`config.mk`:
```
export PLATFORM = sky130hd
export DESIGN_NAME = mem_port_arbiter
export DESIGN_NICKNAME = d
export VERILOG_FILES = /design/src/rtl/mem_port_arbiter_pkg.sv /design/src/rtl/mem_port_arbiter.sv
export SDC_FILE = /design/constraint.sdc
export NUM_CORES = 1
export LEC_CHECK = 0
export ABC_AREA = 1
export BUFFER_PORTS_ARGS = -buffer_cell sky130_fd_sc_hd__buf_4
export CAP_MARGIN = 0
export CORE_AREA = 10 10 97 99
export DETAILED_ROUTE_END_ITERATION = 16
export DIE_AREA = 0 0 107 109
export PLACE_DENSITY = 0.69
export SYNTH_ARGS = -nofsm -noshare
export SYNTH_HDL_FRONTEND = slang
export SYNTH_SLANG_ARGS = --single-unit
```
`constraint.sdc`:
```
create_clock -name clk -period 1.55 [get_ports clk]
set_input_delay 0.155 -clock clk [delete_from_list [all_inputs] [get_ports clk]]
set_output_delay 0.155 -clock clk [all_outputs]
set_load 0.02 [all_outputs]
```
`src/rtl/mem_port_arbiter_pkg.sv`:
```
`default_nettype none
// ============================================================================
//  Module   : mem_port_arbiter_pkg
//  Purpose  : Shared types and constants for the memory port arbiter.
//             - owner_e: which requester is owed read data in the next cycle.
//             - STARVE_LIMIT_DEFAULT: default number of consecutive
//               data-won conflicts allowed before fetch is granted.
//  Revision : 1.0  initial release
// ============================================================================
package mem_port_arbiter_pkg;

  typedef enum logic [1:0] {
    OWN_NONE = 2'd0,
    OWN_INST = 2'd1,
    OWN_DATA = 2'd2
  } owner_e;

  localparam int unsigned STARVE_LIMIT_DEFAULT = 4;
  localparam int unsigned STREAK_W             = 4;

endpackage
`default_nettype wire

```
`src/rtl/mem_port_arbiter.sv`:
```
`default_nettype none
// ============================================================================
//  Module   : mem_port_arbiter
//  Purpose  : Shares one SRAM-like port between instruction fetch and the MEM
//             stage. One grant per cycle (combinational), 1-cycle read data
//             routed back to the owner, stall request to the loser, and a
//             consecutive-win counter that bounds fetch starvation.
//  Ports    : clk, rst              clock / sync active-high reset
//             flush                 cancels in-flight fetch return
//             inst_req_*            fetch request; inst_rdata/inst_rvalid
//             data_req_*            load/store request; data_rdata/data_rvalid
//             sram_*                shared memory port
//             stallreq_if/_mem      requester not granted this cycle
//  Revision : 1.0  initial release
// ============================================================================
module mem_port_arbiter
  import mem_port_arbiter_pkg::*;
#(
  parameter int unsigned STARVE_LIMIT = STARVE_LIMIT_DEFAULT
) (
  input  logic        clk,
  input  logic        rst,
  input  logic        flush,
  input  logic        inst_req_en,
  input  logic [31:0] inst_req_addr,
  output logic [31:0] inst_rdata,
  output logic        inst_rvalid,
  input  logic        data_req_en,
  input  logic [3:0]  data_req_wen,
  input  logic [31:0] data_req_addr,
  input  logic [31:0] data_req_wdata,
  output logic [31:0] data_rdata,
  output logic        data_rvalid,
  output logic        sram_en,
  output logic [3:0]  sram_wen,
  output logic [31:0] sram_addr,
  output logic [31:0] sram_wdata,
  input  logic [31:0] sram_rdata,
  output logic        stallreq_if,
  output logic        stallreq_mem
);

  localparam logic [STREAK_W-1:0] C_LIMIT = STREAK_W'(STARVE_LIMIT);

  owner_e              owner_q, owner_d;
  logic [STREAK_W-1:0] streak_q, streak_d;
  logic                w_grant_inst;
  logic                w_grant_data;
  logic                w_conflict;

  always_ff @(posedge clk) begin
    if (rst) begin
      owner_q  <= OWN_NONE;
      streak_q <= '0;
    end else begin
      owner_q  <= owner_d;
      streak_q <= streak_d;
    end
  end

  always_comb begin
    w_grant_inst = 1'b0;
    w_grant_data = 1'b0;
    w_conflict   = 1'b0;
    sram_en      = 1'b0;
    sram_wen     = 4'd0;
    sram_addr    = 32'd0;
    sram_wdata   = 32'd0;
    stallreq_if  = 1'b0;
    stallreq_mem = 1'b0;
    inst_rvalid  = 1'b0;
    inst_rdata   = 32'd0;
    data_rvalid  = 1'b0;
    data_rdata   = 32'd0;
    owner_d      = OWN_NONE;
    streak_d     = streak_q;

    // Everything is masked while reset is held so no access leaks out and
    // any return owed from before reset is dropped.
    if (!rst) begin
      w_conflict = inst_req_en & data_req_en;

      // Data wins conflicts until the streak hits the limit.
      if (inst_req_en && (!data_req_en || streak_q == C_LIMIT)) begin
        w_grant_inst = 1'b1;
      end else if (data_req_en) begin
        w_grant_data = 1'b1;
      end

      stallreq_if  = inst_req_en & ~w_grant_inst;
      stallreq_mem = data_req_en & ~w_grant_data;

      if (w_grant_inst) begin
        sram_en   = 1'b1;
        sram_addr = inst_req_addr;
        // A fetch flushed in its grant cycle is still issued but its data
        // will never be claimed.
        owner_d   = flush ? OWN_NONE : OWN_INST;
        streak_d  = '0;
      end else if (w_grant_data) begin
        sram_en    = 1'b1;
        sram_wen   = data_req_wen;
        sram_addr  = data_req_addr;
        sram_wdata = data_req_wdata;
        owner_d    = (data_req_wen == 4'd0) ? OWN_DATA : OWN_NONE;
        if (w_conflict && streak_q != C_LIMIT) begin
          streak_d = streak_q + 1'b1;
        end
      end

      // Return cycle of the access granted one cycle earlier.
      if (owner_q == OWN_INST && !flush) begin
        inst_rvalid = 1'b1;
        inst_rdata  = sram_rdata;
      end
      if (owner_q == OWN_DATA) begin
        data_rvalid = 1'b1;
        data_rdata  = sram_rdata;
      end
    end
  end

endmodule
`default_nettype wire
```
After elaboration in Yosys (flattened, before gate mapping)
Index checks and enable logic that the tools add are counted.

storage, ports and cells
  logic and storage cells = 52
  register bits after elaboration = 6
  output and inout port bits = 137
  input bits = 137

operators by class
  muxes and demuxes = 31
  bitwise gates (word level) = 5
  reductions and logical operators = 9
  add/subtract/negate cells = 1
  equality and inequality tests = 4

operators by type and width
  operator             count
  $mux 32              10
  $mux 1               15
  $mux 4               3
  $mux 2               3
  $add 4x1->4 const B  1
  $eq 4x3->1 const B   1
  $logic_not 4->1      1
  $ne 4x3->1 const B   1
  $and 1x1->1          3
  $logic_and 1x1->1    3
  $eq 2x1->1 const B   1
  $eq 2x2->1 const B   1
  $logic_not 1->1      2
  $not 1->1            2
  $reduce_and 2->1     1
  $reduce_or 2->1      1
  $logic_or 1x1->1     1

Logic depth before layout (Yosys ltp)
  depth in word-level cells = 8
  mapped depth = 9
  gate-level depth less buffers = 8

Least setup slack after synthesis
Ideal clock, no wire load.

  kind = reg2out
  start = register streak_q[0]
  end = output sram_wdata[10]
  cell stages (with the launch flop) = 9
  arrival time = 1.482 ns
  path buffers = 1
  setup slack = -0.087 ns
  required time = 1.395 ns
  cell sequence = dfxtp_1 -> inv_1 -> ha_1 -> nand3_1 -> nand2_1 -> nand2_4 -> nand2_2 -> buf_4 -> nor2_1

between the ends
  word-level cells in the longest chain between the ends = 8
  elaborated cells between the ends (all ways) = 10
  classes of those cells = eq/ne: 1; mux: 7; reduce/logical: 2

RTL lines
  item                      line                     RTL
  start: declaration        mem_port_arbiter.sv:46   logic [STREAK_W-1:0] streak_q, streak_d;
  start signal: assignment  mem_port_arbiter.sv:57   streak_q <= streak_d;
  $eq 4x3->1 *              mem_port_arbiter.sv:84   if (inst_req_en && (!data_req_en || streak_q == C_LIMIT)) begin
  $logic_or 1x1->1 *        mem_port_arbiter.sv:84
  $logic_and 1x1->1 *       mem_port_arbiter.sv:84
  $mux 1                    mem_port_arbiter.sv:84
  $mux 1                    mem_port_arbiter.sv:80   if (!rst) begin
  $mux 32                   mem_port_arbiter.sv:100  end else if (w_grant_data) begin
  $mux 32 *                 mem_port_arbiter.sv:93   if (w_grant_inst) begin
  $mux 32 *                 mem_port_arbiter.sv:80
  end: declaration          mem_port_arbiter.sv:37   output logic [31:0] sram_wdata,

Mark *: on every way between the ends. The rest lies on a longest branch, timed or not. The select of a mux whose other input is x is not followed.

Worst setup path after layout
  start = register streak_q[0]
  end = output sram_wdata[21]

The elaborated chain is that of the path after synthesis.

==> run_results.csv <==
group,metric,value,unit
pwr,p_sw,0.579,mW
cells_and_area,final_util,0.616,
clock_tree,clkLatencyLatePin,0.23,ns
setup_path,regToRegSetupSlack,0.06,ns
pwr,clockPowerShare,0.165,
floorplan,coreArea,7530,µm²
timing,tightest_slew,0.359,ns
synth,ys_types,20,
route,vias_per_cell,4.55,
synth,yosysTopAreaCell,"nand2_1",
timing,drv_slew,0,
setup_path,path_cells,"inv_2, ha_4, nand3_4, nand2_4, nand2_8, nand2_8, clkbuf_16, nor2_4, buf_6",
route,dr.pass1.iters,4,
global_route,first_global_vias,3271,
pwr,p_leak,2.61,nW
pwr,ir_drop,0.323,mV
setup_path,cpMaxStageDelayCell,"dfxtp_2",
floorplan,ios,274,
global_route,met2_usage,0.352,
pwr,powerDensity,312,nW/µm²
min_path,hold_path.class,"input pin to register",
timing,period_needed,1.76,ns
cells_and_area,fin_cells,729,
place,port_buffers,273,
route,wl_per_cell,17.4,µm
global_route,grt_start_max_net_pins,36,
synth,yosysSeqAreaShare,0.0747,
cells_and_area,final_nets,768,
setup_path,endpoint_kind,"output port",
floorplan,start_util,0.214,
cells_and_area,layout-drive-gt1-share,0.568,
global_route,antenna_found_initial,0,
outcome,status,"complete, but fails checks",
floorplan,fp.dieH,109,µm
setup_path,crit_type,"register to output port",
clock_tree,cts.htree.levels,1,
clock_tree,cts_num_sinks,6,
synth,syn_inst,349,
place,dp_slack,-0.00895,ns
clock_tree,clockRootBuffer,"clkbuf_8",
route,wl,12.7,mm
timing,finalSetupViolCount,70,
global_route,grt_remaining_overflow,0,
route,vias,3320,
timing,fin_ws,-0.210,ns
synth,avgSynthCellArea,4.61,µm²
global_route,busiest_layer,"met2",
place,hpwl,9.76,mm
global_route,globalRouteTotalUtil,0.188,
setup_path,cp_common_cell,"nand2_8",
cells_and_area,final_cell_area,4640,µm²
timing,finalCritPeriodShare,1.14,
cells_and_area,antenna_cells,0,
timing,slew_headroom,0.761,
outcome,violations,"setup timing",
clock_tree,clk_path_buf_depth,2,
clock_tree,cts_made_buffers,3,
clock_tree,clk_pin_slew,0.04,ns
timing,holdWs,0.0959,ns
clock_tree,postCtsHoldBufs,0,
synth,synth_nets,488,
route,ant_nets,0,
synth,yosys_warnings,0,
floorplan,rows,32,
place,placedCellCount,713,
timing,max_freq,568,MHz
setup_path,max_stage_delay,0.34,ns
floorplan,dieArea,11700,µm²
clock_tree,cts_tree,"yes",
route,drc,0,
cells_and_area,area_growth,188,%
synth,ys_ff_latch,6,
setup_path,required,1.39,ns
synth,synth_top_area_frac,0.268,
pwr,internal-power,0.868,mW
setup_path,crit_fanout,6,
route,drt_iter0_drc,124,
place,placed_cell_area,3820,µm²
timing,finalSetupTns,-11.88,ns
pwr,finalPower,1.45,mW
place,gp_congestion,0.835,
pwr,switching_share,0.400,
pwr,pwr-share-comb,0.725,
global_route,grt_pass1_wl,17.7,mm
synth,synthTopCellsByArea,"nand2_1 (27%), nor2_1 (24%), nand4_1 (12%)",
pwr,p_seq_frac,0.111,
floorplan,fp.dieW,107,µm
timing,final.setup_skew,0.00216,ns
flow_run,max-cap-violations,0,
setup_path,cp.arrival,1.60,ns
synth,syn_area,1610,µm²
global_route,met1_usage,0.184,
timing,hold_viol,0,
setup_path,critPathLaunchType,"register",
global_route,grt.met3_usage,0.0920,
timing,rsz0062_at_grt,"true",
cell usage after synthesis:
| cell | n |
|---|---|
| nand4_1 | 32 |
| nand3_1 | 2 |
| buf_6 | 3 |
| inv_2 | 1 |
| nand2_4 | 1 |
| nor2_1 | 103 |
| dfxtp_1 | 6 |
| clkbuf_1 | 5 |
| buf_4 | 4 |
| nor2_8 | 1 |
| buf_2 | 11 |
| nand2_1 | 115 |
| nand3b_1 | 2 |
| nand2_2 | 1 |
| ha_1 | 2 |
| buf_1 | 4 |
| nor3_1 | 5 |
| xor2_1 | 1 |
| a21oi_1 | 4 |
| inv_1 | 46 |
cell type report:
| type | count | area [µm²] |
|---|---|---|
| multi-input cells | 269 | 1490 |
| flip-flops and latches | 6 | 123 |
| fillers | 635 | 2890 |
| well taps | 102 | 128 |
| clock buffers | 3 | 41.3 |
| repair buffers | 302 | 2680 |
| inverters | 47 | 176 |
worst paths after layout:
check,start,end,cells after the start
setup / recovery,streak_q[0],sram_wdata[21],9
hold / removal,flush,owner_q[0],2
setup reg to reg,streak_q[0],streak_q[2],9
hold reg to reg,streak_q[3],streak_q[3],2
cell usage in the layout, fill, tap and decap left out, types with 2 or more instances in the layout:
master,instances
nand2_4,2
nor2_1,71
nor2_4,32
a21oi_1,4
nand3b_1,2
nand2_8,2
nand2_2,2
nand2_1,111
buf_6,69
dfxtp_1,4
clkbuf_16,2
buf_16,2
nand4_1,32
buf_4,223
dfxtp_2,2
buf_12,6
inv_2,3
clkbuf_8,3
nor3_2,5
inv_1,44
sequential cells by signal, summed over array words and instances, names as in the netlist:
register and count:
owner_q 2, streak_q 4
what timing repair did:
| item | CTS | global route |
|---|---|---|
| gates cloned | 3 | 2 |
| resized for setup | 130 | 31 |
| setup buffers | 5 | 3 |
| endpoints found under the setup margin | 69 | 69 |
| pin swaps | 4 | 4 |
worst max-delay path: cells and delay by family, from the launching register on:
family                     cells  cell delay (ns)
and+or+nand+nor                5             0.49
buffers and inverters          3             0.39
adders and majority gates      1             0.16
DFF                            1             0.34
kinds of logic (layout without fill, tap and decap cells):
kind of cell             count (synthesis)  after routing  synth area share
AO/OA/AOI/OAI                            4              4            0.0124
XOR/XNOR                                 1              1           0.00544
adder cells (fa/ha/maj)                  2              2            0.0155
buffers and inverters                   74            352             0.205
flip-flops                               6              6            0.0747
AND/OR/NAND/NOR                        262            262             0.687
power groups by stage:
stage          registers (mW)  logic (mW)  clock network [mW]
2_1_floorplan           0.162       0.339                   0
5_1_grt                 0.160        1.12               0.252
3_3_place_gp            0.162       0.809                   0
6_report                0.160        1.05               0.238
4_1_cts                 0.160       0.979               0.243
3_5_place_dp            0.162       0.819                   0
per-layer routing:
metal | vias to the layer above | share of wire
li1 | 1609 | -
met1 | 1507 | 0.35
met2 | 190 | 0.53
met3 | 14 | 0.11
met4 | 0 | 0.015
met5 | - | 0
Note: power is estimated with default switching activity, not from simulation.
